==> src/rtl/snake_move_sequencer_if.sv <==
// Handshake and datapath bundle between the move sequencer and its tick/direction source,
// the shared 5-bit adder and the body/collision consumer.
interface snake_move_sequencer_if;
  logic       tick;
  logic       dir_valid;
  logic [1:0] dir;
  logic [4:0] add_a;
  logic [4:0] add_b;
  logic [4:0] add_s;
  logic [4:0] head_x;
  logic [4:0] head_y;
  logic [1:0] cur_dir;
  logic       busy;
  logic       move_done;
  logic       overrun;

  modport slave (
    input  tick, dir_valid, dir, add_s,
    output add_a, add_b, head_x, head_y, cur_dir, busy, move_done, overrun
  );

  modport master (
    output tick, dir_valid, dir, add_s,
    input  add_a, add_b, head_x, head_y, cur_dir, busy, move_done, overrun
  );
endinterface

==> src/rtl/snake_move_sequencer.sv <==
// Steps the snake head one cell per accepted tick through a time-shared adder: X then Y, toroidal wrap.
// Latency: tick at T -> X at T+1, Y at T+2, move_done at T+3; ticks outside IDLE are dropped and flagged via overrun.
module snake_move_sequencer #(
  parameter int GRID_W  = 20,
  parameter int GRID_H  = 15,
  parameter int START_X = 10,
  parameter int START_Y = 7,
  parameter int START_D = 1
) (
  input  logic                  clk,
  input  logic                  rst,
  snake_move_sequencer_if.slave bus
);

  typedef enum logic [1:0] {
    ST_IDLE = 2'd0,
    ST_X    = 2'd1,
    ST_Y    = 2'd2,
    ST_DONE = 2'd3
  } state_t;

  localparam logic [1:0] DIR_UP    = 2'b00;
  localparam logic [1:0] DIR_RIGHT = 2'b01;
  localparam logic [1:0] DIR_DOWN  = 2'b10;
  localparam logic [1:0] DIR_LEFT  = 2'b11;

  localparam logic [4:0] X_MAX   = 5'(GRID_W - 1);
  localparam logic [4:0] Y_MAX   = 5'(GRID_H - 1);
  localparam logic [4:0] X_RST   = 5'(START_X);
  localparam logic [4:0] Y_RST   = 5'(START_Y);
  localparam logic [1:0] DIR_RST = 2'(START_D);
  localparam logic [4:0] STEP_P  = 5'd1;
  localparam logic [4:0] STEP_M  = 5'd31;

  state_t     state_q, state_d;
  logic [4:0] head_x_q, head_x_d;
  logic [4:0] head_y_q, head_y_d;
  logic [1:0] cur_dir_q, cur_dir_d;
  logic [1:0] pend_dir_q, pend_dir_d;
  logic       busy_q, busy_d;
  logic       move_done_q, move_done_d;
  logic       overrun_q, overrun_d;
  logic [4:0] add_a;
  logic [4:0] add_b;
  logic [4:0] dx;
  logic [4:0] dy;

  always_comb begin
    dx = 5'd0;
    dy = 5'd0;
    case (cur_dir_q)
      DIR_RIGHT: dx = STEP_P;
      DIR_LEFT:  dx = STEP_M;
      DIR_DOWN:  dy = STEP_P;
      default:   dy = STEP_M;
    endcase
  end

  always_comb begin
    state_d     = state_q;
    head_x_d    = head_x_q;
    head_y_d    = head_y_q;
    cur_dir_d   = cur_dir_q;
    pend_dir_d  = pend_dir_q;
    busy_d      = 1'b0;
    move_done_d = 1'b0;
    overrun_d   = 1'b0;
    add_a       = 5'd0;
    add_b       = 5'd0;

    // A request that would fold the snake back onto itself is discarded outright.
    if (bus.dir_valid && (bus.dir != (cur_dir_q ^ 2'b10))) begin
      pend_dir_d = bus.dir;
    end

    case (state_q)
      ST_IDLE: begin
        if (bus.tick) begin
          state_d   = ST_X;
          cur_dir_d = pend_dir_q;
          busy_d    = 1'b1;
        end
      end
      ST_X: begin
        add_a     = head_x_q;
        add_b     = dx;
        overrun_d = bus.tick;
        state_d   = ST_Y;
        busy_d    = 1'b1;
        // Wrap decided on the current coordinate so non-power-of-two grids work.
        if (cur_dir_q == DIR_RIGHT && head_x_q == X_MAX) begin
          head_x_d = 5'd0;
        end else if (cur_dir_q == DIR_LEFT && head_x_q == 5'd0) begin
          head_x_d = X_MAX;
        end else begin
          head_x_d = bus.add_s;
        end
      end
      ST_Y: begin
        add_a       = head_y_q;
        add_b       = dy;
        overrun_d   = bus.tick;
        state_d     = ST_DONE;
        move_done_d = 1'b1;
        if (cur_dir_q == DIR_DOWN && head_y_q == Y_MAX) begin
          head_y_d = 5'd0;
        end else if (cur_dir_q == DIR_UP && head_y_q == 5'd0) begin
          head_y_d = Y_MAX;
        end else begin
          head_y_d = bus.add_s;
        end
      end
      default: begin
        overrun_d = bus.tick;
        state_d   = ST_IDLE;
      end
    endcase
  end

  always_ff @(posedge clk or posedge rst) begin
    if (rst) begin
      state_q     <= ST_IDLE;
      head_x_q    <= X_RST;
      head_y_q    <= Y_RST;
      cur_dir_q   <= DIR_RST;
      pend_dir_q  <= DIR_RST;
      busy_q      <= 1'b0;
      move_done_q <= 1'b0;
      overrun_q   <= 1'b0;
    end else begin
      state_q     <= state_d;
      head_x_q    <= head_x_d;
      head_y_q    <= head_y_d;
      cur_dir_q   <= cur_dir_d;
      pend_dir_q  <= pend_dir_d;
      busy_q      <= busy_d;
      move_done_q <= move_done_d;
      overrun_q   <= overrun_d;
    end
  end

  assign bus.add_a     = add_a;
  assign bus.add_b     = add_b;
  assign bus.head_x    = head_x_q;
  assign bus.head_y    = head_y_q;
  assign bus.cur_dir   = cur_dir_q;
  assign bus.busy      = busy_q;
  assign bus.move_done = move_done_q;
  assign bus.overrun   = overrun_q;

endmodule
==> src/flat_wrapper.sv <==
// flat-port wrapper written by rule: the top's interface ports become plain ports
module snake_move_sequencer_flat 
#(
  parameter int GRID_W  = 20,
  parameter int GRID_H  = 15,
  parameter int START_X = 10,
  parameter int START_Y = 7,
  parameter int START_D = 1
)
  (clk, rst, bus_tick, bus_dir_valid, bus_dir, bus_add_s, bus_add_a, bus_add_b, bus_head_x, bus_head_y, bus_cur_dir, bus_busy, bus_move_done, bus_overrun);
  snake_move_sequencer_if bus_i ();
  input  logic clk;
  input  logic rst;
  input wire logic [$bits(bus_i.tick)-1:0] bus_tick;
  input wire logic [$bits(bus_i.dir_valid)-1:0] bus_dir_valid;
  input wire logic [$bits(bus_i.dir)-1:0] bus_dir;
  input wire logic [$bits(bus_i.add_s)-1:0] bus_add_s;
  output wire logic [$bits(bus_i.add_a)-1:0] bus_add_a;
  output wire logic [$bits(bus_i.add_b)-1:0] bus_add_b;
  output wire logic [$bits(bus_i.head_x)-1:0] bus_head_x;
  output wire logic [$bits(bus_i.head_y)-1:0] bus_head_y;
  output wire logic [$bits(bus_i.cur_dir)-1:0] bus_cur_dir;
  output wire logic [$bits(bus_i.busy)-1:0] bus_busy;
  output wire logic [$bits(bus_i.move_done)-1:0] bus_move_done;
  output wire logic [$bits(bus_i.overrun)-1:0] bus_overrun;
  assign bus_i.tick = bus_tick;
  assign bus_i.dir_valid = bus_dir_valid;
  assign bus_i.dir = bus_dir;
  assign bus_i.add_s = bus_add_s;
  assign bus_add_a = bus_i.add_a;
  assign bus_add_b = bus_i.add_b;
  assign bus_head_x = bus_i.head_x;
  assign bus_head_y = bus_i.head_y;
  assign bus_cur_dir = bus_i.cur_dir;
  assign bus_busy = bus_i.busy;
  assign bus_move_done = bus_i.move_done;
  assign bus_overrun = bus_i.overrun;
  snake_move_sequencer #(.GRID_W(GRID_W), .GRID_H(GRID_H), .START_X(START_X), .START_Y(START_Y), .START_D(START_D)) u_core (.clk(clk), .rst(rst), .bus(bus_i));
endmodule
==> config.mk <==
export PLATFORM = sky130hd
export DESIGN_NAME = snake_move_sequencer_flat
export DESIGN_NICKNAME = d
export VERILOG_FILES = /design/src/rtl/snake_move_sequencer_if.sv /design/src/rtl/snake_move_sequencer.sv /design/src/flat_wrapper.sv
export SDC_FILE = /design/constraint.sdc
export NUM_CORES = 1
export LEC_CHECK = 0
export CAP_MARGIN = 10
export CELL_PAD_IN_SITES_DETAIL_PLACEMENT = 0
export CELL_PAD_IN_SITES_GLOBAL_PLACEMENT = 1
export CORE_MARGIN = 10
export CORE_UTILIZATION = 30
export DETAILED_ROUTE_END_ITERATION = 16
export HOLD_SLACK_MARGIN = 0.06
export PLACE_DENSITY = 0.85
export SKIP_CTS_REPAIR_TIMING = 1
export SYNTH_ARGS = -nofsm -noshare
export SYNTH_HDL_FRONTEND = slang
export SYNTH_SLANG_ARGS = --single-unit
==> constraint.sdc <==
create_clock -name clk -period 1.9 [get_ports clk]
set_clock_uncertainty 0.15 [all_clocks]
set_input_delay 0.57 -clock clk [delete_from_list [all_inputs] [get_ports clk]]
set_output_delay 0.57 -clock clk [all_outputs]
set_load 0.01 [all_outputs]
* Yosys cells after proc, flatten, opt, wreduce, memory -nomap -nowiden
Cells that the tools add are included. W data, S select, Z words.
Storage, ports and cells: flip-flop bits (word level) 19, bits in latches 0, memory bits (writable) 0, memory bits (read-only) 0, bits of input ports 11, output and inout bits 25, word-level logic and storage cells 43, memories 0
Cells by class: add/sub/neg operators 0, $mul 0, div/mod/pow operators 0, magnitude comparators 0, equality and inequality tests 9, shift-type cells 0, muxes and demuxes 14, bitwise operators 1, reductions and logical operators 11
Operators with widths (number):
- $pmux W5 S2 | 4
- $mux W5 | 4
- $logic_not A5 Y1 | 2
- $eq A2 B2 Y1 const B | 3
- $pmux W2 S3 | 1
- $eq A5 B4 Y1 const B | 1
- $eq A5 B5 Y1 const B | 1
- $logic_and A1 B1 Y1 | 5
- $eq A2 B1 Y1 const B | 2
- $logic_not A2 Y1 | 2
- $mux W1 | 3
- $mux W2 | 1
- $ne A2 B2 Y1 | 1
- $ne A2 B2 Y1 const B | 1
- $pmux W1 S2 | 1
- $reduce_and A2 Y1 | 1
- $reduce_or A2 Y1 | 1
- $not A1 Y1 | 1

* Logic depth before layout (Yosys ltp)
word-level depth 4, mapped depth 6, mapped depth without buffers 5

* Worst setup path before layout
Ideal clock, no wire load.
kind register to output, from register u_core.state_q[0], to output port bus_add_b[2], arrival 1.440 ns, data required time 1.180 ns, setup slack -0.260 ns, stages on the path, launching flop included 7, buffers on the path 1, cell sequence dfrtp_1 -> inv_1 -> ha_1 -> nor3b_1 -> a31oi_1 -> nor2b_1 -> buf_4
Between the ends: cells in the longest elaborated chain, start to end 2, elaborated cells between the ends (all ways) 3, those cells by class 2 x eq/ne; 1 x mux
Ends and longest elaborated chain:
- start, declared | line snake_move_sequencer.sv:35 | state_t state_q, state_d;
- start signal, assigned | line snake_move_sequencer.sv:131 | state_q <= state_d;
- $eq A2 B2 Y1 or $eq A2 B1 Y1 (tied branches) | line snake_move_sequencer.sv:76 | case (state_q)
- $pmux W5 S2 (*) | line snake_move_sequencer.sv:76
- end, declared | line flat_wrapper.sv:19 | output wire logic [$bits(bus_i.add_b)-1:0] bus_add_b;
Every way passes the cells marked *; elsewhere a longest branch is shown, timed or not.

* Worst setup path after layout
from register u_core.state_q[1], to output port bus_add_b[2]
The elaborated chain is that of the path after synthesis.

==> key figures <==
Detailed routing
  • Total iterations of the first detailed-routing run: 4
  • Vias: 1127
  • Via-to-Cell Ratio: 4.96
  • Routed len/inst: 15.7 um
  • DRC viols: 0
  • WL final: 3570 um
  • DRT antenna net count: 0
  • DR iter-0 viols: 77

Worst setup path
  • Worst-case reg-to-reg path depth: 5
  • CP Capture Type: primary output
  • CP max stage delay: 420 ps
  • CP Data Required Time: 1180 ps
  • CP Depth: 6
  • Reg2reg setup slack: 90 ps
  • Crit start category: flop
  • Critical path data arrival time: 1520 ps
  • Worst Setup SP: u_core.state_q[1]$_DFFE_PP0P_
  • Setup crit end: bus_add_b[2]
  • Worst path cell trace: buf_6 -> ha_4 -> nor3b_2 -> a31oi_1 -> nor2b_2 -> buf_2
  • Worst path slowest cell: dfrtp_1
  • Worst reg2reg path startpoint: u_core.bus.cur_dir[0]$_DFFE_PP1P_
  • Buffers & Inverters on Critical Path: 2
  • Crit path max-delay family: flip-flops
  • CP Class: reg -> out
  • Critical R2R Capture: u_core.bus.head_x[0]$_DFFE_PP0P_
  • Crit Path Max Fanout: 4

Floorplanning
  • Die height: 80.8 um
  • Core ar.: 0.00361 mm^2
  • Num ports: 36
  • DIE AREA: 0.00652 mm^2
  • Horizontal die dimension: 80.8 um
  • Starting density of the core: 30.7%
  • Row Count: 22

Yosys
  • Post-synth EDFFs: 0
  • Post-Syn Instances: 119
  • Synth Flop Type: dfrtp_1
  • Post-synth ARST share: 100%
  • Cell Area, Synth: 0.00111 mm^2
  • Synth cell types: 35
  • Area contributors post-synth: dfrtp_1 (27%), dfstp_2 (17%), o22ai_1 (6.8%)
  • Area leader, netlist: dfrtp_1
  • Sequential area share after synthesis: 43.7%
  • Mean Syn Cell Area: 9.31 um^2
  • Seq cells post-synth: 19
  • Synthesized Nets: 134
  • YS warnings: 0
  • Yosys top cell area share: 27.1%

Outcome
  • Failing checks: negative setup slack
  • Outcome: complete, but fails checks

STA
  • Fmax: 0.446 GHz
  • Post-layout minimum cycle time: 2240 ps
  • Fin worst setup slack: -343 ps
  • Max-slew headroom: 68.3%
  • Setup Viol. Count Final: 10
  • RSZ-0062 raised after global routing: yes
  • Slew Limit Fails: 0
  • Final period util: 118%
  • Number of hold violations in the final report: 0
  • Setup_tns: -2990 ps
  • Worst slew pin tran: 469 ps

Global routing
  • Largest net degree at the start of global routing: 20
  • First-pass GRT wire length: 5400 um
  • Total Routing Usage GR: 10.5%
  • Vias in the first global route: 1167
  • GRT overflow: 0
  • Initial antenna violation count: 0

Hold path
  • Hold Crit Class: reg -> reg
  • Origin of the worst min-delay path: u_core.pend_dir_q[0]$_DFFE_PP1P_

Clock tree
  • Clk sinks: 19
  • CTS buffer count: 3
  • CTS max path bufs: 2
  • CTS tree: yes
  • Skew-Pair Late Insertion Delay: 260 ps
  • Root buf cell: clkbuf_8
  • Clk slew on worst S/H paths: 80 ps
  • H-tree levels: 1

Layout
  • Fin util: 50.2%
  • Area Overhead vs Synth: 63.5%
  • Layout Nets: 195
  • Share of cells above drive strength 1: 40.2%
  • Most common cell after layout, fill and taps aside: buf_4
  • Most frequent cells in the layout: buf_4 (24), inv_1 (15)
  • Final Cell Area: 0.00181 mm^2
  • Ant. Diodes: 0

Place
  • Dpl hpwl: 2720 um
  • Place WS: -473 ps
  • Area after DPL: 0.00167 mm^2
  • Buffers on Ports: 35
  • GPL Wtd Cong: 0.875

Power and ir drop
  • Largest vdd supply drop: 0.553 mV
  • Leakage: 0.000926 uW
  • Pwr Density: 1790 mW/mm^2
  • Total power: 3240 uW

Flow run
  • Max Cap Viol: 0
==> how the worst min path moves through the flow <==
stage	slack, ps	cells after the start	end
final	410	2	u_core.pend_dir_q[0]$_DFFE_PP1P_
after global placement	380	1	u_core.bus.cur_dir[1]$_DFFE_PP0P_
after CTS	410	2	u_core.pend_dir_q[0]$_DFFE_PP1P_
after global routing	450	1	u_core.bus.cur_dir[1]$_DFFE_PP0P_
after detailed placement	400	1	u_core.bus.cur_dir[1]$_DFFE_PP0P_
after floorplan	350	2	u_core.bus.head_y[0]$_DFFE_PP1P_
==> synthesized netlist by cell type (2+ instances only) <==
cell	count
dfstp_2	7
ha_1	4
nor3b_1	2
a21oi_1	11
o22ai_1	12
o21ai_1	2
buf_6	2
nor2b_1	8
dfrtp_1	12
nand2_1	7
buf_4	3
clkbuf_1	3
a22oi_1	5
o21ai_0	3
mux2_2	2
inv_1	17
==> sequential cells by signal (all words and copies together) (netlist names) <==
register and flops:
u_core.bus.busy 1, u_core.bus.cur_dir 2, u_core.bus.head_x 5, u_core.bus.head_y 5, u_core.bus.move_done 1, u_core.bus.overrun 1, u_core.pend_dir_q 2, u_core.state_q 2
==> power by group <==
| part | leakage (uW) | switching (uW) | internal, uW |
|---|---|---|---|
| clock network | 0.0000255 | 147 | 146 |
| logic | 0.000677 | 981 | 1160 |
| registers | 0.000223 | 158 | 653 |
| total | 0.000926 | 1290 | 1960 |
==> metrics by stage <==
step	hold WS (ps)	std cells
2_1_floorplan	347	119
3_3_place_gp	379	217
3_5_place_dp	397	217
4_1_cts	411	221
5_1_grt	448	227
6_report	414	227
==> metal layers <==
metal	vias up	track usage, %	wire length [um]
met5	-	0	0
met4	0	5.36	98
met3	10	3.64	276
met2	43	18.2	1710
met1	538	11.1	1480
li1	536	-	-
==> kinds of logic after synthesis <==
family          after synthesis  share of synthesized area (%)
xor+xnor                      2                           1.58
buf+inv                      25                           10.8
simple gates                 29                           16.2
mux                           3                           2.94
compound gates               37                           20.2
fa+ha+maj                     4                           4.52
flops                        19                           43.7
==> final cells by class <==
class	count	area, um^2
fill	329	1800
multi-input combinational	75	586
timing repair buffer	64	571
sequential	19	484
inverter	17	63.8
tap	48	60.1
clock buffer	3	41.3
clock inverter	1	5.00
==> worst register-to-register path, stage by stage (launching register included) <==
cell	delay (ps)
dfstp_2	600
buf_6	120
buf_4	100
or3b_1	360
o21ai_1	240
o22ai_1	120
Power figures use the tool's default switching activity.
